[src/rtl/stim_pulse_gen.sv]
// Multi-channel programmable pulse-train generator: per-channel period/width/count, start/stop, done pulse.
// Optional macro STIM_PULSE_GEN_CLK_GATE_EN ANDs each level with clk for clock-rate bursts.
module stim_pulse_gen #(
  parameter  int NCH = 4,
  parameter  int CW  = 16,
  localparam int CHW = (NCH > 1) ? $clog2(NCH) : 1
) (
  input  logic           clk,
  input  logic           rst,
  input  logic           cfg_valid,
  output logic           cfg_ready,
  input  logic [CHW-1:0] cfg_ch,
  input  logic [CW-1:0]  cfg_period,
  input  logic [CW-1:0]  cfg_width,
  input  logic [CW-1:0]  cfg_count,
  input  logic [NCH-1:0] start,
  input  logic [NCH-1:0] stop,
  output logic [NCH-1:0] stim_out,
  output logic [NCH-1:0] busy,
  output logic [NCH-1:0] done,
  output logic           cfg_err
);

  typedef enum logic [1:0] {
    IDLE = 2'd0,
    HIGH = 2'd1,
    LOW  = 2'd2
  } state_t;

  localparam logic [CW-1:0] ZERO = '0;
  localparam logic [CW-1:0] ONE  = CW'(1);
  localparam logic [CW-1:0] TWO  = CW'(2);

  state_t         st_r   [NCH];
  logic [CW-1:0]  per_r  [NCH];
  logic [CW-1:0]  wid_r  [NCH];
  logic [CW-1:0]  num_r  [NCH];
  logic [CW-1:0]  cnt_r  [NCH];
  logic [CW-1:0]  pcnt_r [NCH];
  logic [NCH-1:0] level_r;

  logic ch_ok;
  logic cfg_acc;
  logic cfg_bad;

  // Channel numbers beyond NCH (non power-of-two NCH) are accepted and flagged illegal.
  assign ch_ok     = (32'(cfg_ch) < NCH);
  assign cfg_ready = ch_ok ? !busy[cfg_ch] : 1'b1;
  assign cfg_acc   = cfg_valid && cfg_ready;
  assign cfg_bad   = !ch_ok || (cfg_period < TWO) || (cfg_width == ZERO) ||
                     (cfg_width >= cfg_period);

  always_ff @(posedge clk) begin
    if (rst) begin
      cfg_err <= 1'b0;
      level_r <= '0;
      busy    <= '0;
      done    <= '0;
      for (int i = 0; i < NCH; i++) begin
        st_r[i]   <= IDLE;
        per_r[i]  <= TWO;
        wid_r[i]  <= ONE;
        num_r[i]  <= ONE;
        cnt_r[i]  <= ZERO;
        pcnt_r[i] <= ZERO;
      end
    end else begin
      cfg_err <= cfg_acc && cfg_bad;
      for (int i = 0; i < NCH; i++) begin
        done[i] <= 1'b0;
        if (cfg_acc && !cfg_bad && (cfg_ch == CHW'(i))) begin
          per_r[i] <= cfg_period;
          wid_r[i] <= cfg_width;
          num_r[i] <= cfg_count;
        end
        if (stop[i]) begin
          st_r[i]    <= IDLE;
          level_r[i] <= 1'b0;
          busy[i]    <= 1'b0;
          cnt_r[i]   <= ZERO;
          pcnt_r[i]  <= ZERO;
        end else begin
          case (st_r[i])
            IDLE: begin
              if (start[i]) begin
                st_r[i]    <= HIGH;
                level_r[i] <= 1'b1;
                busy[i]    <= 1'b1;
                cnt_r[i]   <= ZERO;
                pcnt_r[i]  <= ZERO;
              end
            end
            HIGH: begin
              if (cnt_r[i] == wid_r[i] - ONE) begin
                pcnt_r[i] <= pcnt_r[i] + ONE;
                // Last pulse with a one-cycle low phase: that low cycle is the done cycle.
                if ((num_r[i] != ZERO) && (pcnt_r[i] + ONE == num_r[i]) &&
                    (wid_r[i] == per_r[i] - ONE)) begin
                  st_r[i]    <= IDLE;
                  level_r[i] <= 1'b0;
                  busy[i]    <= 1'b0;
                  done[i]    <= 1'b1;
                  cnt_r[i]   <= ZERO;
                end else begin
                  st_r[i]    <= LOW;
                  level_r[i] <= 1'b0;
                  cnt_r[i]   <= cnt_r[i] + ONE;
                end
              end else begin
                cnt_r[i] <= cnt_r[i] + ONE;
              end
            end
            LOW: begin
              if ((num_r[i] != ZERO) && (pcnt_r[i] == num_r[i]) &&
                  (cnt_r[i] == per_r[i] - TWO)) begin
                st_r[i]  <= IDLE;
                busy[i]  <= 1'b0;
                done[i]  <= 1'b1;
                cnt_r[i] <= ZERO;
              end else if (cnt_r[i] == per_r[i] - ONE) begin
                st_r[i]    <= HIGH;
                level_r[i] <= 1'b1;
                cnt_r[i]   <= ZERO;
              end else begin
                cnt_r[i] <= cnt_r[i] + ONE;
              end
            end
            default: begin
              st_r[i]    <= IDLE;
              level_r[i] <= 1'b0;
              busy[i]    <= 1'b0;
            end
          endcase
        end
      end
    end
  end

`ifdef STIM_PULSE_GEN_CLK_GATE_EN
  assign stim_out = level_r & {NCH{clk}};
`else
  assign stim_out = level_r;
`endif

endmodule

[config.mk]
export PLATFORM = sky130hd
export DESIGN_NAME = stim_pulse_gen
export DESIGN_NICKNAME = d
export VERILOG_FILES = /design/src/rtl/stim_pulse_gen.sv
export SDC_FILE = /design/constraint.sdc
export NUM_CORES = 1
export LEC_CHECK = 0
export BUFFER_PORTS_ARGS = -buffer_cell sky130_fd_sc_hd__buf_2
export CAP_MARGIN = 10
export CORE_ASPECT_RATIO = 0.8
export CORE_MARGIN = 10
export CORE_UTILIZATION = 28
export CTS_BUF_LIST = sky130_fd_sc_hd__clkbuf_2 sky130_fd_sc_hd__clkbuf_4 sky130_fd_sc_hd__clkbuf_8
export DETAILED_ROUTE_END_ITERATION = 12
export GPL_TIMING_DRIVEN = 1
export MAX_ROUTING_LAYER = met4
export PLACE_DENSITY = 0.47
export SLEW_MARGIN = 20
export SYNTH_ARGS = -nofsm -noshare
export SYNTH_HDL_FRONTEND = slang
export SYNTH_SLANG_ARGS = --single-unit
[constraint.sdc]
create_clock -name clk -period 5.3 [get_ports clk]
set_input_delay 1.06 -clock clk [delete_from_list [all_inputs] [get_ports clk]]
set_output_delay 1.06 -clock clk [all_outputs]
set_load 0.05 [all_outputs]
Yosys cells after proc, flatten, opt, wreduce, memory -nomap -nowiden. Memory sizes are Yosys's and may differ from the RTL's. Cells that the tools add are included.

Flip-flop bits (word level): 13. RAM bits: 328. Input bits: 61. Output and inout port bits: 14. Logic and storage cells: 582. Memories: 6.

Add/subtract/negate cells: 20. $lt $le $gt $ge: 3. Equal/unequal tests: 59. Mux-type cells: 344. Bitwise gates (word level): 84. Reductions and logical operators: 53.

Memory list: cnt_r (words 4, width 16, rd ports 4, clocked after memory_dff 0, write ports 4, RTL line 38) `logic [CW-1:0] cnt_r [NCH];`; num_r (words 4, width 16, rd ports 4, clocked after memory_dff 0, write ports 4, RTL line 37) `logic [CW-1:0] num_r [NCH];`; pcnt_r (words 4, width 16, rd ports 4, clocked after memory_dff 0, write ports 4, RTL line 39) `logic [CW-1:0] pcnt_r [NCH];`; per_r (words 4, width 16, rd ports 4, clocked after memory_dff 0, write ports 4, RTL line 35) `logic [CW-1:0] per_r [NCH];`; wid_r (words 4, width 16, rd ports 4, clocked after memory_dff 0, write ports 4, RTL line 36) `logic [CW-1:0] wid_r [NCH];`; st_r (words 4, width 2, rd ports 4, clocked after memory_dff 0, write ports 4, RTL line 34) `state_t st_r [NCH];`.

Operators by type and width (count): 16-bit 2-to-1 mux (56); 16-bit equality test (24); 1-bit 2-to-1 mux (247); 16-bit by 1-bit adder with 16-bit output (second input constant) (8); 16-bit by 1-bit subtractor with 16-bit output (second input constant) (8); 1-bit bitwise OR (84); 16-bit nonzero test (4); 16-bit by 2-bit subtractor with 16-bit output (second input constant) (4); 2-bit 2-to-1 mux (28); 2-bit != test (second input constant) (24); 4-bit AND reduction (8); 1-bit one-hot mux with 3 select lines (8); 1-bit logical AND (23); 16-bit greater-or-equal comparator (1); 16-bit zero test (1); 16-bit by 2-bit less-than comparator with 1-bit output (second input constant) (1); 2-bit equality test (second input constant) (6); 3-bit OR reduction (4); 2-bit by 1-bit equality test with 1-bit output (second input constant) (5); 2-bit zero test (5); 1-bit one-hot mux with 2 select lines (4); 2-bit OR reduction (4); 2-bit by 3-bit less-than comparator with 1-bit output (second input constant) (1); 1-bit binary-select mux with 2-bit select (1); 2 further kinds (4).

Depth between registers and ports, before layout. An unclocked memory read counts as a cell.

Depth after elaboration: 17. Mapped depth: 15. Gate-level depth less buffers: 11.

Worst setup path before layout. OpenSTA, ideal clock, no wires.

Path kind: input to register. From: input cfg_width[0]. To: memory num_r[1][0], enable pin. Arrival: 4.347 ns. Required time: 4.887 ns. Path slack: 0.540 ns. Stages: 12. Path buffers: 1. Path through: inv_1 -> ha_1 -> nand2b_1 -> a21o_1 -> a21o_1 -> a21o_1 -> a21o_1 -> a211oi_1 -> o31ai_1 -> or4b_1 -> clkbuf_1 -> nand2b_1.

RTL lines: start: declaration (RTL line 14) `input logic [CW-1:0] cfg_width,`; end: declaration (RTL line 37).

==> impl_metrics.ini <==
[floorplan]
pin_count = 75
coreArea_um2 = 87990
die-area_um2 = 101500
initial_core_util_pct = 28.36
die_w_um = 353.8
dieHeight_um = 287.0
rows = 97

[clock_network]
path_clk_slew_ns = 0.07
clock_sink_count = 341
cts_resized = 0
ctsRootBufferMaster = clkbuf_8
cts_tree = done
clkLatencyLatePin_ns = 0.70
postCtsHoldBufs = 0
cts_inserted_buffers = 58
cts_buffer_depth = 3
postCtsSetupBuffers = 0
htreeDepth = 2

[power]
p_int_mw = 4.823
p_switching_mw = 2.157
cellPowerDensity_nw_per_um2 = 254.4
ir_drop_v = 0.0001284
seqPwrFrac_pct = 48.5
p_comb_share_pct = 16.1
power.leakage_nw = 9.473
clkPwrFrac_pct = 35.4
p_sw_share_pct = 30.90

[sta]
tightest_slew_ns = 1.013
period_share_pct = 81.62
max_freq_mhz = 231.2
slew_headroom_pct = 32.35
rsz0062_at_grt = no
hold_viol_final = 0
setup_slack_ns = 0.9743
maxSlewViolCount = 0
min_period_ns = 4.326
finalSetupViolations = 0
setup_tns_ns = 0
fin_skew_ns = 0.03896

[synth]
ys.flop_type = edfxtp_1
synth.largest_area_cell = edfxtp_1
synth_area_um2 = 24960
synth_nets = 2806
synthCells = 2689
yosys-top-cells-area = edfxtp_1 39%, xnor2_1 10%, xor2_1 7.3%
synth_top_area_share_pct = 39.47
yosysMostFrequentCell = nor2_1
yosys_warnings = 0
yosys_register_bits = 341
ys_types = 105
synth-edff-count = 328
synthArstFlopShare_pct = 0
yosys-top-cells-count = 399 x nor2_1, 328 x edfxtp_1, 296 x xnor2_1
synth-seq-area-share_pct = 40.51
synth_area_per_cell_um2 = 9.280

[outcome]
status = finished clean

[place]
dp_hpwl_mm = 63.14
gp_congestion = 0.9255
place_ws_ns = 0.7945
numPortBuffers = 74

[global_routing]
grt_max_degree = 49
grt_pass1_wl_mm = 124.9
grt_antenna_before_repair = 4
grt_use_total_pct = 16.19
grt_pass1_vias = 19869
grt_overflow = 0

[route]
ant_nets = 0
via_per_inst = 5.214
first_iter_violations = 2039
first_pass_iters = 5
drt-total-wl_mm = 82.58
wl_per_cell_um = 21.12
drc = 0
vias = 20391

[worst_setup_path]
cp_common_cell = nor2_1
cp_slowest_stage_delay_ns = 0.66
critPathBufInv = 1
path_class = flip-flop to flip-flop
cp_cell_sequence = inv_1, ha_1, or4b_1, nor4_1, mux2i_1, a311oi_1, nor2_1, nand4b_2, nor2_1, o21ai_2, nor2_1
crit_family = simple AND/OR/NAND/NOR gates
worst-path-max-fanout = 18
cp-end-kind = flip-flop
cp-start-kind = flip-flop
required_ns = 5.71
cp.arrival_ns = 4.73
cpMaxStageDelayCell = a311oi_1

[finish]
nNetsFinal = 2791
synthToLayoutAreaGrowth_pct = 9.922
multi_input_area_um2 = 13800
drive_above_1_share_pct = 8.931
seq_area_um2 = 10110
fill_cells = 9248

[run]
cap_violations = 0

[min_path]
hold_class = flip-flop to flip-flop
## cell usage in the layout (no fill, tap or decap), types with 13 or more instances in the layout
cell type and instances:
nor3b_1 14, clkbuf_4 15, clkbuf_8 58, nor3_1 75
buf_2 74, mux2i_1 19, xor2_1 209, nand4_1 83
o21ai_0 38, or4_1 13, buf_4 17, nand2b_1 67
o22ai_1 13, nor2b_1 25, ha_1 56, clkinv_1 18
edfxtp_1 328, nand3_1 124, xnor2_1 296, nor2_1 399
or3_1 26, and2_1 27, a21oi_1 65, and4_1 19
nand2_1 133, dfxtp_1 13, inv_1 91, a31oi_1 26
and3_1 46, nor4_1 82
## power groups by stage
stage	clock network (mW)	registers, mW	logic (mW)
final	2.47	3.39	1.12
after global routing	2.68	3.41	1.23
after CTS	2.55	3.39	1.11
after detailed placement	0	3.44	1.11
after global placement	0	3.44	1.09
after floorplan	0	3.26	0.887
## state kept, by name, indices dropped and copies added (netlist names)
name      flops
wid_r        64
stim_out      4
busy          4
per_r        64
num_r        64
cfg_err       1
cnt_r        64
done          4
st_r          8
pcnt_r       64
## worst min-delay path, cell delays in order, from the launching register on
cell	delay (ns)
dfxtp_1	0.32
inv_1	0.05
a21oi_1	0.05
## routing by layer
| layer | up-vias | GRT usage [%] | routed length [µm] |
|---|---|---|---|
| met5 | - | - | 0 |
| met4 | 0 | 3.565 | 1531 |
| met3 | 106 | 2.897 | 6379 |
| met2 | 778 | 22.78 | 34040 |
| met1 | 9908 | 23.73 | 40630 |
| li1 | 9599 | - | - |
## final timing paths
kind	startpoint	cells past startpoint	end	slack, ns
worst max register to register	wid_r[0][0]$_SDFFCE_PN1P_	11	cnt_r[0][10]$_SDFFCE_PN0P_	0.97
worst min-delay path	stim_out[0]$_SDFFE_PP0P_	2	stim_out[0]$_SDFFE_PP0P_	0.46
worst min register to register	stim_out[0]$_SDFFE_PP0P_	2	stim_out[0]$_SDFFE_PP0P_	0.46
worst max-delay path	wid_r[0][0]$_SDFFCE_PN1P_	11	cnt_r[0][10]$_SDFFCE_PN0P_	0.97
## cell families (layout without fill, tap and decap cells)
family | count (synthesis) | in the layout | share of synthesized area [%]
AO/OA/AOI/OAI | 283 | 283 | 7.962
XOR/XNOR | 505 | 505 | 17.72
adder cells (fa/ha/maj) | 56 | 56 | 2.808
buffers and inverters | 259 | 291 | 4.212
flip-flops | 341 | 341 | 40.51
multiplexers | 26 | 26 | 1.123
other | 0 | 2 | 0
AND/OR/NAND/NOR | 1219 | 1219 | 25.66
## metrics by stage
step	total power, mW	instances	hold slack, ns	cell area (µm²)	util (%)
after floorplan	4.150	2689	0.6048	24960	-
after global placement	4.533	3802	0.4729	26280	29.87
after detailed placement	4.548	3802	0.4716	26280	29.87
after CTS	7.046	3909	0.4822	27430	31.17
after global routing	7.327	3911	0.5004	27430	31.18
final	6.980	3911	0.4641	27430	31.18
## cell type report
| class | instances | share of cell area (%) |
|---|---|---|
| multi-input combinational | 2089 | 50.32 |
| sequential | 341 | 36.85 |
| tap | 1188 | 5.419 |
| clock buffer | 73 | 3.321 |
| timing repair buffer | 93 | 1.961 |
| inverter | 91 | 1.245 |
| clock inverter | 34 | 0.8575 |
| antenna | 2 | 0.01824 |
(Power assumes the default switching activity.)
